## config.mk

```make
export PLATFORM = sky130hd
export DESIGN_NAME = osc_req_ctrl
export DESIGN_NICKNAME = d
export VERILOG_FILES = /design/src/rtl/osc_ctrl_pkg.sv /design/src/rtl/osc_edge_sync.sv /design/src/rtl/osc_req_ctrl.sv
export SDC_FILE = /design/constraint.sdc
export NUM_CORES = 1
export LEC_CHECK = 0
export ABC_AREA = 1
export CAP_MARGIN = 20
export CELL_PAD_IN_SITES_DETAIL_PLACEMENT = 1
export CELL_PAD_IN_SITES_GLOBAL_PLACEMENT = 1
export CORE_UTILIZATION = 35
export DETAILED_ROUTE_END_ITERATION = 10
export GPL_ROUTABILITY_DRIVEN = 0
export GPL_TIMING_DRIVEN = 0
export PLACE_DENSITY = 0.67
export RECOVER_POWER = 50
export SYNTH_ARGS = -nofsm -noshare
export SYNTH_HDL_FRONTEND = slang
export SYNTH_SLANG_ARGS = --single-unit
```

## constraint.sdc

```tcl
create_clock -name clk -period 5 [get_ports clk]
set_clock_uncertainty 0.2 [all_clocks]
set_input_delay 1 -clock clk [delete_from_list [all_inputs] [get_ports clk]]
set_output_delay 1 -clock clk [all_outputs]
set_load 0.01 [all_outputs]
```

## src/rtl/osc_ctrl_pkg.sv

```systemverilog
// Shared types and helpers for the oscillator request controller.
//   osc_state_e : controller state encoding
//   cnt_width   : bits needed to hold a counter value up to max_val
//   Def*        : default parameter values
package osc_ctrl_pkg;

    typedef enum logic [2:0] {
        StOff   = 3'd0,
        StStart = 3'd1,
        StRun   = 3'd2,
        StHold  = 3'd3,
        StFault = 3'd4
    } osc_state_e;

    localparam int unsigned DefNReq           = 4;
    localparam int unsigned DefStartupCycles  = 64;
    localparam int unsigned DefMinEdges       = 8;
    localparam int unsigned DefTimeoutCycles  = 1024;
    localparam int unsigned DefHoldoffCycles  = 256;
    localparam int unsigned DefWatchdogCycles = 128;

    function automatic int unsigned max_u(input int unsigned a, input int unsigned b);
        return (a > b) ? a : b;
    endfunction

    function automatic int unsigned cnt_width(input int unsigned max_val);
        return $clog2(max_val + 1);
    endfunction

endpackage

```

## src/rtl/osc_edge_sync.sv

```systemverilog
// Two-flop synchronizer followed by a rising-edge detector for an asynchronous strobe.
//   clk      : destination clock
//   rst_n    : asynchronous active-low reset
//   async_in : asynchronous input
//   edge_p   : one-cycle pulse per rising edge of async_in (decoded from flops only)
module osc_edge_sync (
    input  logic clk,
    input  logic rst_n,
    input  logic async_in,
    output logic edge_p
);

    // [0],[1] form the synchronizer; [2] holds the previous synchronized value.
    logic [2:0] sync_q;

    always_ff @(posedge clk or negedge rst_n) begin
        if (!rst_n) begin
            sync_q <= '0;
        end else begin
            sync_q <= {sync_q[1:0], async_in};
        end
    end

    assign edge_p = sync_q[1] & ~sync_q[2];

endmodule

```

## src/rtl/osc_req_ctrl.sv

```systemverilog
// Shares the on-chip oscillator between N_REQ requesters on the system clock.
//   clk, rst_n : system clock, asynchronous active-low reset
//   req        : per-requester level request
//   ack        : per-requester grant, high only while running and requested
//   oscen      : oscillator enable
//   oscout     : oscillator output, asynchronous to clk
//   osc_ready  : high while the oscillator is qualified and granted (RUN)
//   fault      : sticky start/liveness fault
//   fault_clr  : pulse that clears the fault
module osc_req_ctrl
    import osc_ctrl_pkg::*;
#(
    parameter int unsigned N_REQ           = DefNReq,
    parameter int unsigned STARTUP_CYCLES  = DefStartupCycles,
    parameter int unsigned MIN_EDGES       = DefMinEdges,
    parameter int unsigned TIMEOUT_CYCLES  = DefTimeoutCycles,
    parameter int unsigned HOLDOFF_CYCLES  = DefHoldoffCycles,
    parameter int unsigned WATCHDOG_CYCLES = DefWatchdogCycles
) (
    input  logic             clk,
    input  logic             rst_n,
    input  logic [N_REQ-1:0] req,
    output logic [N_REQ-1:0] ack,
    output logic             oscen,
    input  logic             oscout,
    output logic             osc_ready,
    output logic             fault,
    input  logic             fault_clr
);

    localparam int unsigned CycW  = cnt_width(max_u(STARTUP_CYCLES, TIMEOUT_CYCLES));
    localparam int unsigned EdgeW = cnt_width(MIN_EDGES);
    localparam int unsigned HoldW = cnt_width(HOLDOFF_CYCLES);
    localparam int unsigned WdW   = cnt_width(WATCHDOG_CYCLES);

    localparam logic [CycW-1:0]  StartupLast = CycW'(STARTUP_CYCLES - 1);
    localparam logic [CycW-1:0]  TimeoutLast = CycW'(TIMEOUT_CYCLES - 1);
    localparam logic [EdgeW-1:0] EdgeMax     = EdgeW'(MIN_EDGES);
    localparam logic [HoldW-1:0] HoldLast    = HoldW'(HOLDOFF_CYCLES - 1);
    localparam logic [WdW-1:0]   WdLast      = WdW'(WATCHDOG_CYCLES - 1);

    osc_state_e       state_q, state_d;
    logic [CycW-1:0]  cyc_q, cyc_d;
    logic [EdgeW-1:0] edge_q, edge_d;
    logic [HoldW-1:0] hold_q, hold_d;
    logic [WdW-1:0]   wd_q, wd_d;
    logic [N_REQ-1:0] ack_q, ack_d;
    logic             edge_p;
    logic             any_req;
    logic             wd_active;
    logic             wd_expired;

    osc_edge_sync u_edge_sync (
        .clk      (clk),
        .rst_n    (rst_n),
        .async_in (oscout),
        .edge_p   (edge_p)
    );

    assign any_req    = |req;
    assign wd_active  = (state_q == StRun) || (state_q == StHold);
    assign wd_expired = wd_active && (wd_q == WdLast);

    always_comb begin
        state_d = state_q;
        cyc_d   = cyc_q;
        edge_d  = edge_q;
        hold_d  = hold_q;
        wd_d    = '0;

        if (wd_active) begin
            if (edge_p) begin
                wd_d = '0;
            end else if (wd_q != WdLast) begin
                wd_d = wd_q + WdW'(1);
            end else begin
                wd_d = wd_q;
            end
        end

        case (state_q)
            StOff: begin
                if (any_req) begin
                    state_d = StStart;
                    cyc_d   = '0;
                    edge_d  = '0;
                end
            end
            StStart: begin
                if (cyc_q != '1) cyc_d = cyc_q + CycW'(1);
                if (edge_p && (edge_q != EdgeMax)) edge_d = edge_q + EdgeW'(1);
                // Requests dropping here are ignored; RUN immediately falls through to HOLD.
                if ((cyc_q >= StartupLast) && (edge_q == EdgeMax)) begin
                    state_d = StRun;
                end else if (cyc_q == TimeoutLast) begin
                    state_d = StFault;
                end
            end
            StRun: begin
                if (wd_expired) begin
                    state_d = StFault;
                end else if (!any_req) begin
                    state_d = StHold;
                    hold_d  = '0;
                end
            end
            StHold: begin
                if (hold_q != HoldLast) hold_d = hold_q + HoldW'(1);
                // A request on the expiry cycle keeps the oscillator on.
                if (wd_expired) begin
                    state_d = StFault;
                end else if (any_req) begin
                    state_d = StRun;
                end else if (hold_q == HoldLast) begin
                    state_d = StOff;
                end
            end
            StFault: begin
                if (fault_clr) state_d = StOff;
            end
            default: state_d = StOff;
        endcase

        // Grants only persist while staying in RUN, so they drop on the FAULT entry cycle.
        ack_d = ((state_q == StRun) && (state_d == StRun)) ? req : '0;
    end

    always_ff @(posedge clk or negedge rst_n) begin
        if (!rst_n) begin
            state_q <= StOff;
            cyc_q   <= '0;
            edge_q  <= '0;
            hold_q  <= '0;
            wd_q    <= '0;
            ack_q   <= '0;
        end else begin
            state_q <= state_d;
            cyc_q   <= cyc_d;
            edge_q  <= edge_d;
            hold_q  <= hold_d;
            wd_q    <= wd_d;
            ack_q   <= ack_d;
        end
    end

    // Decoded straight from the state register so reset drops oscen without a clock.
    assign oscen     = (state_q == StStart) || (state_q == StRun) || (state_q == StHold);
    assign osc_ready = (state_q == StRun);
    assign fault     = (state_q == StFault);
    assign ack       = ack_q;

endmodule

```

=== Word level (Yosys, flattened, before mapping) ===
Index checks and enable logic that the tools add are counted.

* Register bits: 42
* Input bits: 8
* Output and inout bits: 7
* Logic and storage cells: 72

* $add $sub $neg: 4
* Order comparisons: 1
* Eq/ne operators: 20
* Muxes and demuxes: 24
* Bitwise logic cells: 2
* Reductions and logical operators: 14

{| class="wikitable"
|+ Operator list
! cell !! count
|-
| 3-bit 2-to-1 mux || 9
|-
| 9-bit 2-to-1 mux || 3
|-
| 8-bit 2-to-1 mux || 3
|-
| 11-bit 2-to-1 mux || 2
|-
| 11-bit one-hot mux with 2 select lines || 1
|-
| 9-bit one-hot mux with 2 select lines || 1
|-
| 3-bit one-hot mux with 5 select lines || 1
|-
| 4-bit 2-to-1 mux || 3
|-
| 11-bit by 1-bit adder with 11-bit output (second input constant) || 1
|-
| 11-bit by 10-bit == test with 1-bit output (second input constant) || 1
|-
| 11-bit by 6-bit greater-or-equal comparator with 1-bit output (second input constant) || 1
|-
| 11-bit inequality test (second input constant) || 1
|-
| 2-bit inequality test (second input constant) || 5
|-
| 9-bit by 1-bit adder with 9-bit output (second input constant) || 1
|-
| 3-bit by 2-bit == test with 1-bit output (second input constant) || 3
|-
| 9-bit by 8-bit == test with 1-bit output (second input constant) || 1
|-
| 9-bit by 8-bit inequality test with 1-bit output (second input constant) || 1
|-
| 8-bit by 1-bit adder with 8-bit output (second input constant) || 1
|-
| 8-bit by 7-bit == test with 1-bit output (second input constant) || 1
|-
| 8-bit by 7-bit inequality test with 1-bit output (second input constant) || 1
|-
| 4-bit one-hot mux with 2 select lines || 1
|-
| 3-bit AND reduction || 2
|-
| 4-bit by 1-bit adder with 4-bit output (second input constant) || 1
|-
| 4-bit == test (second input constant) || 1
|-
| 13 further kinds || 19
|}

=== Depth between registers and ports, before layout ===
Gate-level depths: netlist of run 1.

* Depth in word-level cells: 8
* Mapped depth: 12
* Depth with buffers taken out: 12

=== Cells and area by module ===
A second synthesis of run 1 with hierarchy kept.

* Cell total of the unflattened synthesis: 314
* Area total of the unflattened synthesis: 2376.0 µm²

{| class="wikitable"
|+ Modules (own cells, without submodules)
! module !! instances !! cells an instance !! area an instance (µm²)
|-
| osc_req_ctrl || 1 || 309 || 2290.9
|-
| osc_edge_sync || 1 || 5 || 85.1
|}

=== Least setup slack after synthesis of run 1 ===
No wires, ideal clock.

* Kind: input-to-reg
* From: input port req[2]
* To: register cyc_q[9]
* Arrival: 1.730 ns
* Setup slack: 2.954 ns
* Stages on the path: 7
* Path through: inv_1 -> nand3_1 -> nand3_1 -> nand2_2 -> buf_6 -> nand3_2 -> nand2_1

* Cells in the longest elaborated chain, start to end: 3

{| class="wikitable"
|+ RTL lines
! what !! line !! source
|-
| start: declaration || osc_req_ctrl.sv:22 || <nowiki>input logic [N_REQ-1:0] req,</nowiki>
|-
| 4-bit OR reduction || osc_req_ctrl.sv:60 || <nowiki>assign any_req = |req;</nowiki>
|-
| 2-bit inequality test (no source line) || -- ||
|-
| 3-bit AND reduction (no source line) || -- ||
|-
| end signal: assignment || osc_req_ctrl.sv:138 || <nowiki>cyc_q <= cyc_d;</nowiki>
|-
| end: declaration || osc_req_ctrl.sv:43 || <nowiki>logic [CycW-1:0] cyc_q, cyc_d;</nowiki>
|}

Every way passes these cells.
A chain may end at the register's enable or synchronous reset.

=== Worst setup path in the final report of run 1 ===
* From: register state_q[2]
* To: output port osc_ready

* Cells in the longest elaborated chain, start to end: 1

{| class="wikitable"
|+ RTL lines
! what !! line !! source
|-
| start: declaration || osc_req_ctrl.sv:42 || <nowiki>osc_state_e state_q, state_d;</nowiki>
|-
| start signal: assignment || osc_req_ctrl.sv:130 || <nowiki>state_q <= StOff;</nowiki>
|-
| start signal: assignment || osc_req_ctrl.sv:137 || <nowiki>state_q <= state_d;</nowiki>
|-
| 3-bit by 2-bit == test with 1-bit output || osc_req_ctrl.sv:148 || <nowiki>assign osc_ready = (state_q == StRun);</nowiki>
|-
| end: declaration || osc_req_ctrl.sv:26 || <nowiki>output logic osc_ready,</nowiki>
|}

Every way passes these cells.

==> results of run 1 <==
-- flip-flops by register name (all words and copies together), names as in the netlist --
| register | flops |
|---|---|
| ack | 4 |
| cyc_q | 11 |
| edge_q | 4 |
| hold_q | 9 |
| state_q | 3 |
| u_edge_sync.sync_q | 3 |
| wd_q | 8 |
-- cell type report --
class / count / area share
multi-input cells: 217 / 0.427
clock inverters: 2 / 0.00443
inverters: 48 / 0.0639
clock buffers: 6 / 0.0293
repair buffers: 15 / 0.0488
flip-flops and latches: 42 / 0.373
well taps: 96 / 0.0426
plain buffers: 3 / 0.0111
-- power by group through the flow --
| stage | combinational (W) | sequential, W | clock, W |
|---|---|---|---|
| floorplan | 0.000310 | 0.000451 | 0 |
| global placement | 0.000393 | 0.000465 | 0 |
| detailed placement | 0.000408 | 0.000469 | 0 |
| CTS | 0.000410 | 0.000462 | 0.000249 |
| global route | 0.000456 | 0.000472 | 0.000258 |
| finish | 0.000401 | 0.000461 | 0.000237 |
-- logic make-up (layout without fill, tap and decap cells) --
kind of cell | after synthesis | after routing | share of synthesized area
buffers and inverters | 51 | 74 | 0.0857
adders and majority gates | 6 | 6 | 0.0304
and+or+nand+nor | 171 | 171 | 0.345
xor gates and xnor gates | 8 | 8 | 0.0284
DFF | 42 | 42 | 0.426
AOI/OAI and AO/OA | 32 | 32 | 0.0852
-- per-stage QoR --
step | worst slack, ns | total power (W)
detailed placement | 2.21 | 0.000877
finish | 2.04 | 0.00110
CTS | 2.01 | 0.00112
global route | 1.47 | 0.00119
global placement | 1.44 | 0.000859
floorplan | 2.95 | 0.000761
-- worst max-delay path, delay by kind of cell, from the launching register on --
kind	cells	cell delay, ns
buffers and inverters	2	0.68
flip-flops	1	0.47
AND/OR/NAND/NOR	2	0.31
-- cell usage after synthesis, types with 3 or more instances --
library cell,instances
o21ai_0,6
dfrtp_1,42
nand2_2,3
nand4_1,5
inv_1,36
nor2_4,5
o21ai_2,9
ha_1,6
nand3_1,29
nor3_1,5
xor2_1,6
nor2_2,7
a21oi_1,6
o21ai_1,6
nand2_1,74
inv_2,11
nand3_4,3
nor2_1,33
-- metal layers --
layer	wire length, um	share of wire
met3	148	0.027
met1	2810	0.51
met5	0	0
met2	2520	0.45
met4	79	0.014
-- final timing paths --
check                                      startpoint                    end  slack, ns  cells after the start
worst max-delay path                       state_q[2]              osc_ready       2.04                      4
worst min-delay path            u_edge_sync.sync_q[0]  u_edge_sync.sync_q[1]       0.16                      0
worst max register to register              hold_q[0]              hold_q[3]       2.82                     12
worst min register to register  u_edge_sync.sync_q[0]  u_edge_sync.sync_q[1]       0.16                      0
max in group asynchronous                       rst_n              hold_q[8]       2.07                      2
min in group asynchronous                       rst_n               cyc_q[6]       0.50                      1
==> impl_metrics.yaml, run 1 <==
clock_tree:
  root_buffer: "clkbuf_8"
  clkLatencyLatePin_ns: 0.30
  ctsResizeCount: 0
  clkSinkCount: 42
  cts_tree: "yes"
  clk_path_buf_depth: 2
  htreeDepth: 2
  cts_inserted_buffers: 5
  post-cts-setup-buffers: 0
  clk_pin_slew_worst_paths_ns: 0.09
  cts_hold_buf: 0
synthesis:
  synth.top_cell.area_share: 0.426
  synth_edf_count: 0
  ys_seq_area_frac: 0.426
  synth.avg_cell_area_um2: 7.96
  synth_cells: 310
  synth_top_area_cell: "dfrtp_1"
  ys_warn_count: 0
  synth_ff_type: "dfrtp_1"
  synthArstFlopShare: 1.00
  syn-cell-area_mm2: 0.00247
  synthesis.nets: 324
  ys_types: 33
  ys_ff_latch: 42
  netlist_top_cells_area: "dfrtp_1, nand2_1, nand3_1"
final_layout:
  nets: 346
  final_cells: 429
  area_delta_synth_final_pct: 14.3
  seq_area_mm2: 0.00105
  final_common_cell: "nand2_1"
  multi_input_area_mm2: 0.00121
  final_cell_mix: "nand2_1, dfrtp_1, inv_1"
  fill_cells: 830
  fin_area_mm2: 0.00282
  antenna-diode-count: 0
  drive_gt1_frac: 0.168
  final_core_util: 0.415
worst_setup_path:
  crit_slowest_cell: "clkdlybuf4s50_1"
  critPathLaunchType: "flop"
  required_ns: 3.80
  path_max_fanout: 5
  worstSetupPathType: "flop to primary output"
  cp_cell_sequence: "inv_2, nand2_2, nor2_1, clkdlybuf4s50_1"
  critPathArrivalTime_ns: 1.76
  end_kind: "primary output"
  critPathMaxStageDelay_ns: 0.57
timing:
  period_needed_ns: 2.96
  whs_ns: 0.160
  drv_slew: 32
  slew_headroom: -0.154
  setup_violations: 0
  fmax_mhz: 338
  final_hold_viol_count: 0
  tightest_slew_ns: 1.73
  rsz0062_at_grt: "false"
  fin_crit_sh: 0.592
  timing.setup.tns_ns: 0
grt:
  grt_use_met3: 0.0346
  grt_usage: 0.171
  met2_usage: 0.260
  top_usage_layer: "met2"
  grt_max_degree: 32
  antenna_found_initial: 0
  overflow: 0
  grt_pass1_vias: 2036
  grt_pass1_wl_mm: 9.87
  met1_usage: 0.242
die:
  dieWidth_um: 86.0
  dieArea_mm2: 0.00739
  die_h_um: 86.0
  start_util: 0.363
  pin_count: 15
  num_rows: 30
  core-area_mm2: 0.00679
routing:
  routedWlPerCell_um: 13.0
  drc: 0
  postRouteAntennaNets: 0
  drtIter0Drc: 44
  finalWirelength_mm: 5.56
  drtPass1Iterations: 4
  viasPerCell: 4.72
  num_vias: 2027
power:
  cell_internal_pwr_w: 0.000658
  leakage_nw: 1.28
  p_seq_frac: 0.420
  combPwrFrac: 0.365
  sw_frac_of_total: 0.401
  switchingPower_w: 0.000441
  p_clk_frac: 0.216
  p_per_area_mw_per_mm2: 390
  ir_drop_mv: 0.136
run:
  maxCapViolations: 1
place:
  dpl_cell_area_mm2: 0.00274
  dp_hpwl_mm: 4.24
  place.port_buffers: 14
  placed_cells: 421
hold_path:
  hp-class: "flop to flop"
status:
  status: "complete, but fails checks"
  violations: "max-capacitance violations, max-slew violations"
No activity file was read; power rests on OpenSTA's default activity.
==> run 2, diff against run 1 <==
Clock period 5 ns to 3.1 ns, I/O delays scaled along.
==> impl_metrics.yaml, run 2 (synthesis gave the netlist of run 1 again) <==
grt:
  overflow: 0
  grt_pass1_wl_mm: 9.87
  grt_max_degree: 32
  grt_usage: 0.171
  antenna_found_initial: 0
  grt_pass1_vias: 2036
timing:
  whs_ns: 0.152
  tightest_slew_ns: 0.746
  setup_violations: 0
  setup_ws_ns: 0.520
  period_needed_ns: 2.58
  slew_headroom: 0.503
  final_hold_viol_count: 0
  drv_slew: 0
  fmax_mhz: 388
  fin_crit_sh: 0.832
  rsz0062_at_grt: "false"
worst_setup_path:
  reg2reg_from: "hold_q[0]"
  crit_slowest_cell: "clkdlybuf4s50_1"
  end_kind: "primary output"
  crit_family: "buffers and inverters"
  path_max_fanout: 5
  required_ns: 2.28
  cp_cell_sequence: "inv_2, nand2_2, nor2_1, clkdlybuf4s50_1"
  critPathBufInv: 2
  r2r_cells: 12
  critPathArrivalTime_ns: 1.76
  rrSetupSlack_ns: 0.92
  critPathMaxStageDelay_ns: 0.57
  worstSetupPathType: "flop to primary output"
  critPathLaunchType: "flop"
  reg2reg_to: "hold_q[3]"
clock_tree:
  cts_tree: "yes"
  root_buffer: "clkbuf_8"
  clkSinkCount: 42
  htreeDepth: 2
  clk_pin_slew_worst_paths_ns: 0.09
  clk_path_buf_depth: 2
  ctsResizeCount: 0
  post-cts-setup-buffers: 0
  cts_hold_buf: 0
  cts_inserted_buffers: 5
  clkLatencyLatePin_ns: 0.30
hold_path:
  hp-class: "input port to async pin"
power:
  leakage_nw: 1.29
  combPwrFrac: 0.366
  p_clk_frac: 0.216
  cell_internal_pwr_w: 0.00106
  ir_drop_mv: 0.220
  p_per_area_mw_per_mm2: 626
  sw_frac_of_total: 0.401
  switchingPower_w: 0.000712
  p_seq_frac: 0.419
die:
  core-area_mm2: 0.00679
  pin_count: 15
  die_h_um: 86.0
  num_rows: 30
  dieArea_mm2: 0.00739
  dieWidth_um: 86.0
  start_util: 0.363
final_layout:
  antenna-diode-count: 0
  drive_gt1_frac: 0.171
  final_common_cell: "nand2_1"
  largest_reg_flops: 11
  largest-register: "cyc_q"
  fin_area_mm2: 0.00284
  area_delta_synth_final_pct: 15.0
  nets: 346
  top_regs: "cyc_q (11), hold_q (9), wd_q (8)"
  final_cell_mix: "nand2_1, dfrtp_1, inv_1"
place:
  dp_hpwl_mm: 4.24
  place.port_buffers: 14
  post-place-ws_ns: 0.694
  dpl_cell_area_mm2: 0.00274
routing:
  num_vias: 2027
  drtPass1Iterations: 4
  viasPerCell: 4.72
  routedWlPerCell_um: 13.0
  drc: 0
  drtIter0Drc: 44
  finalWirelength_mm: 5.56
  postRouteAntennaNets: 0
status:
  status: "finished, final reports clean"
run:
  maxCapViolations: 0
## run 2: cell count changes in the layout (fill, tap and decap cells not counted), sizes merged
cell	previous run	this run
clkbuf	8	7
buf	3	4
## run 2: cell type report
type | count | area, um^2
Multi-Input combinational cell | 217 | 1210
Fill cell | 827 | 3960
Clock inverter | 2 | 12.5
Timing Repair Buffer | 15 | 154
Tap cell | 96 | 120
Clock buffer | 6 | 82.6
Inverter | 48 | 180
Buffer | 3 | 31.3
Sequential cell | 42 | 1050
## run 2: routing by layer
| layer | part of all wire | track usage | up-vias |
|---|---|---|---|
| met5 | 0 | 0 | - |
| met4 | 0.014 | 0.0591 | 0 |
| met3 | 0.027 | 0.0346 | 7 |
| met2 | 0.45 | 0.260 | 17 |
| met1 | 0.51 | 0.242 | 974 |
| li1 | - | - | 1029 |
## run 2: worst max path at each step
stage | startpoint | endpoint | slack [ns] | cells after the start
after detailed placement | req[3] | cyc_q[2] | 0.69 | 7
after CTS | state_q[2] | osc_ready | 0.49 | 4
final | state_q[2] | osc_ready | 0.52 | 4
after global placement | rst_n | hold_q[3] | -0.08 | 1
after global routing | state_q[2] | osc_ready | 0.43 | 4
after floorplan | hold_q[0] | hold_q[3] | 1.18 | 12
## run 2: worst register-to-register path, cell delays in order (launching register included)
cell and delay, ns:
dfrtp_1 0.42, ha_1 0.24, nand3_1 0.15, nor2_1 0.08, ha_1 0.20, nand2_1 0.09, nand2_1 0.07, nor2_1 0.19
inv_2 0.09, nand2_4 0.09, buf_8 0.14, nand4_2 0.08, o21ai_2 0.07
## run 2: stage by stage
stage                     setup TNS (ns)  std cells  total power, W   util
after floorplan                        0        310         0.00123      -
after global placement             -3.36        420         0.00138  0.402
after detailed placement               0        421         0.00141  0.404
after CTS                              0        429         0.00181  0.418
after global routing                   0        429         0.00192  0.418
final                                  0        429         0.00178  0.418
## run 2: power by group through the flow
stage | clock network [W] | registers, W | logic (W)
after global placement | 0 | 0.000750 | 0.000634
after floorplan | 0 | 0.000728 | 0.000500
after global routing | 0.000416 | 0.000761 | 0.000739
after CTS | 0.000401 | 0.000745 | 0.000661
final | 0.000383 | 0.000744 | 0.000649
after detailed placement | 0 | 0.000757 | 0.000658
==> run 3, diff against run 2 <==
Settings changed: PLACE_DENSITY 0.67 to 0.69.
Clock period 3.1 ns to 2.3 ns, I/O delays scaled along.
==> impl_metrics.yaml, run 3 (synthesis gave the netlist of run 1 again) <==
status:
  status: "finished, final reports clean"
worst_setup_path:
  critPathMaxStageDelay_ns: 0.52
  path_max_fanout: 4
  end_kind: "primary output"
  critPathBufInv: 2
  cp_cell_sequence: "nor2_4, nand2_1, inv_1, clkdlybuf4s50_1"
  crit_family: "buffers and inverters"
  critPathLaunchType: "flop"
  worstSetupPathType: "flop to primary output"
  critPathArrivalTime_ns: 1.55
  required_ns: 1.64
  crit_slowest_cell: "clkdlybuf4s50_1"
timing:
  drv_slew: 0
  period_needed_ns: 2.21
  fin_crit_sh: 0.960
  final_hold_viol_count: 0
  tightest_slew_ns: 1.14
  setup_violations: 0
  slew_headroom: 0.240
  fmax_mhz: 453
final_layout:
  antenna-diode-count: 0
  area_delta_synth_final_pct: 15.2
  final_cell_mix: "nand2_1, dfrtp_1, inv_1"
  largest_reg_flops: 11
  nets: 347
  final_cells: 429
  final_common_cell: "nand2_1"
  fin_area_mm2: 0.00284
  top_regs: "cyc_q (11), hold_q (9), wd_q (8)"
  fill_cells: 842
  drive_gt1_frac: 0.177
  largest-register: "cyc_q"
clock_tree:
  htreeDepth: 2
  cts_tree: "yes"
  root_buffer: "clkbuf_8"
  clk_pin_slew_worst_paths_ns: 0.07
  clkLatencyLatePin_ns: 0.29
  post-cts-setup-buffers: 0
  cts_inserted_buffers: 5
  clkSinkCount: 42
  clk_path_buf_depth: 2
die:
  num_rows: 30
  die_h_um: 86.0
  core-area_mm2: 0.00679
  start_util: 0.363
  dieWidth_um: 86.0
  pin_count: 15
  dieArea_mm2: 0.00739
grt:
  top_usage_layer: "met2"
  grt_usage: 0.172
  grt_use_met3: 0.0327
  overflow: 0
  grt_max_degree: 25
  grt_pass1_vias: 2116
  antenna_found_initial: 0
  grt_pass1_wl_mm: 9.96
  met2_usage: 0.294
  met1_usage: 0.219
run:
  maxCapViolations: 0
routing:
  drtIter0Drc: 66
  drtPass1Iterations: 4
  postRouteAntennaNets: 0
  viasPerCell: 4.79
  num_vias: 2055
  routedWlPerCell_um: 13.0
  finalWirelength_mm: 5.59
  drc: 0
hold_path:
  hp-class: "flop to flop"
place:
  dp_hpwl_mm: 4.35
  place.port_buffers: 14
  placed_cells: 421
  dpl_cell_area_mm2: 0.00274
power:
  leakage_nw: 1.29
  p_per_area_mw_per_mm2: 823
  ir_drop_mv: 0.362
[run 3: metrics by stage]
stage	hold slack [ns]	TNS (ns)	power, W	util	setup WS [ns]
5_1_grt	0.177	-0.000820	0.00255	0.418	-0.000820
3_5_place_dp	0.137	0	0.00190	0.404	0.0803
3_3_place_gp	0.150	-30.10	0.00186	0.402	-0.720
6_report	0.162	0	0.00234	0.418	0.0930
2_1_floorplan	-0.0356	0	0.00166	-	0.385
4_1_cts	0.166	0	0.00238	0.417	0.0330
[run 3: worst register-to-register path, stage by stage, from the launching register on]
cell and delay [ns]:
dfrtp_1 0.42, ha_1 0.24, nand3_1 0.15, nor2_1 0.08
ha_1 0.20, nand2_1 0.09, nand2_1 0.08, nor2_1 0.13
nand2_2 0.10, nand2_4 0.08, buf_8 0.14, nand4_2 0.08
o21ai_2 0.07
[run 3: area by class of cell]
type | instances | area (um^2) | area share
inverter | 48 | 180 | 0.0634
multi-input combinational | 217 | 1220 | 0.429
tap | 96 | 120 | 0.0423
timing repair buffer | 16 | 163 | 0.0572
sequential | 42 | 1050 | 0.371
clock buffer | 7 | 76.3 | 0.0268
buffer | 3 | 31.3 | 0.0110
[run 3: repair_timing]
| action | CTS | global route |
|---|---|---|
| setup endpoints to repair | 2 | 6 |
| hold endpoints to repair | 18 | 0 |
| hold buffers | 1 | 0 |
| gates resized for setup | 4 | 3 |
[run 3: power breakdown]
group	total [W]	internal (W)	switching, W	leakage [nW]
registers	0.00101	0.000874	0.000138	0.555
clock network	0.000449	0.000209	0.000240	0.0383
logic	0.000878	0.000321	0.000557	0.696
[run 3: routing by layer]
layer | vias to the layer above | share of wire
met2 | 27 | 0.49
met4 | 0 | 0.0079
li1 | 1037 | -
met5 | - | 0
met1 | 989 | 0.47
met3 | 2 | 0.030
[run 3: worst paths after layout]
path	depth (start not counted)	slack, ns	from	end
worst max register to register	12	0.18	hold_q[0]	hold_q[3]
worst max-delay path	4	0.09	state_q[1]	fault
min in group asynchronous	2	0.71	rst_n	wd_q[5]
worst min-delay path	0	0.16	u_edge_sync.sync_q[0]	u_edge_sync.sync_q[1]
worst min register to register	0	0.16	u_edge_sync.sync_q[0]	u_edge_sync.sync_q[1]
max in group asynchronous	2	0.43	rst_n	state_q[1]
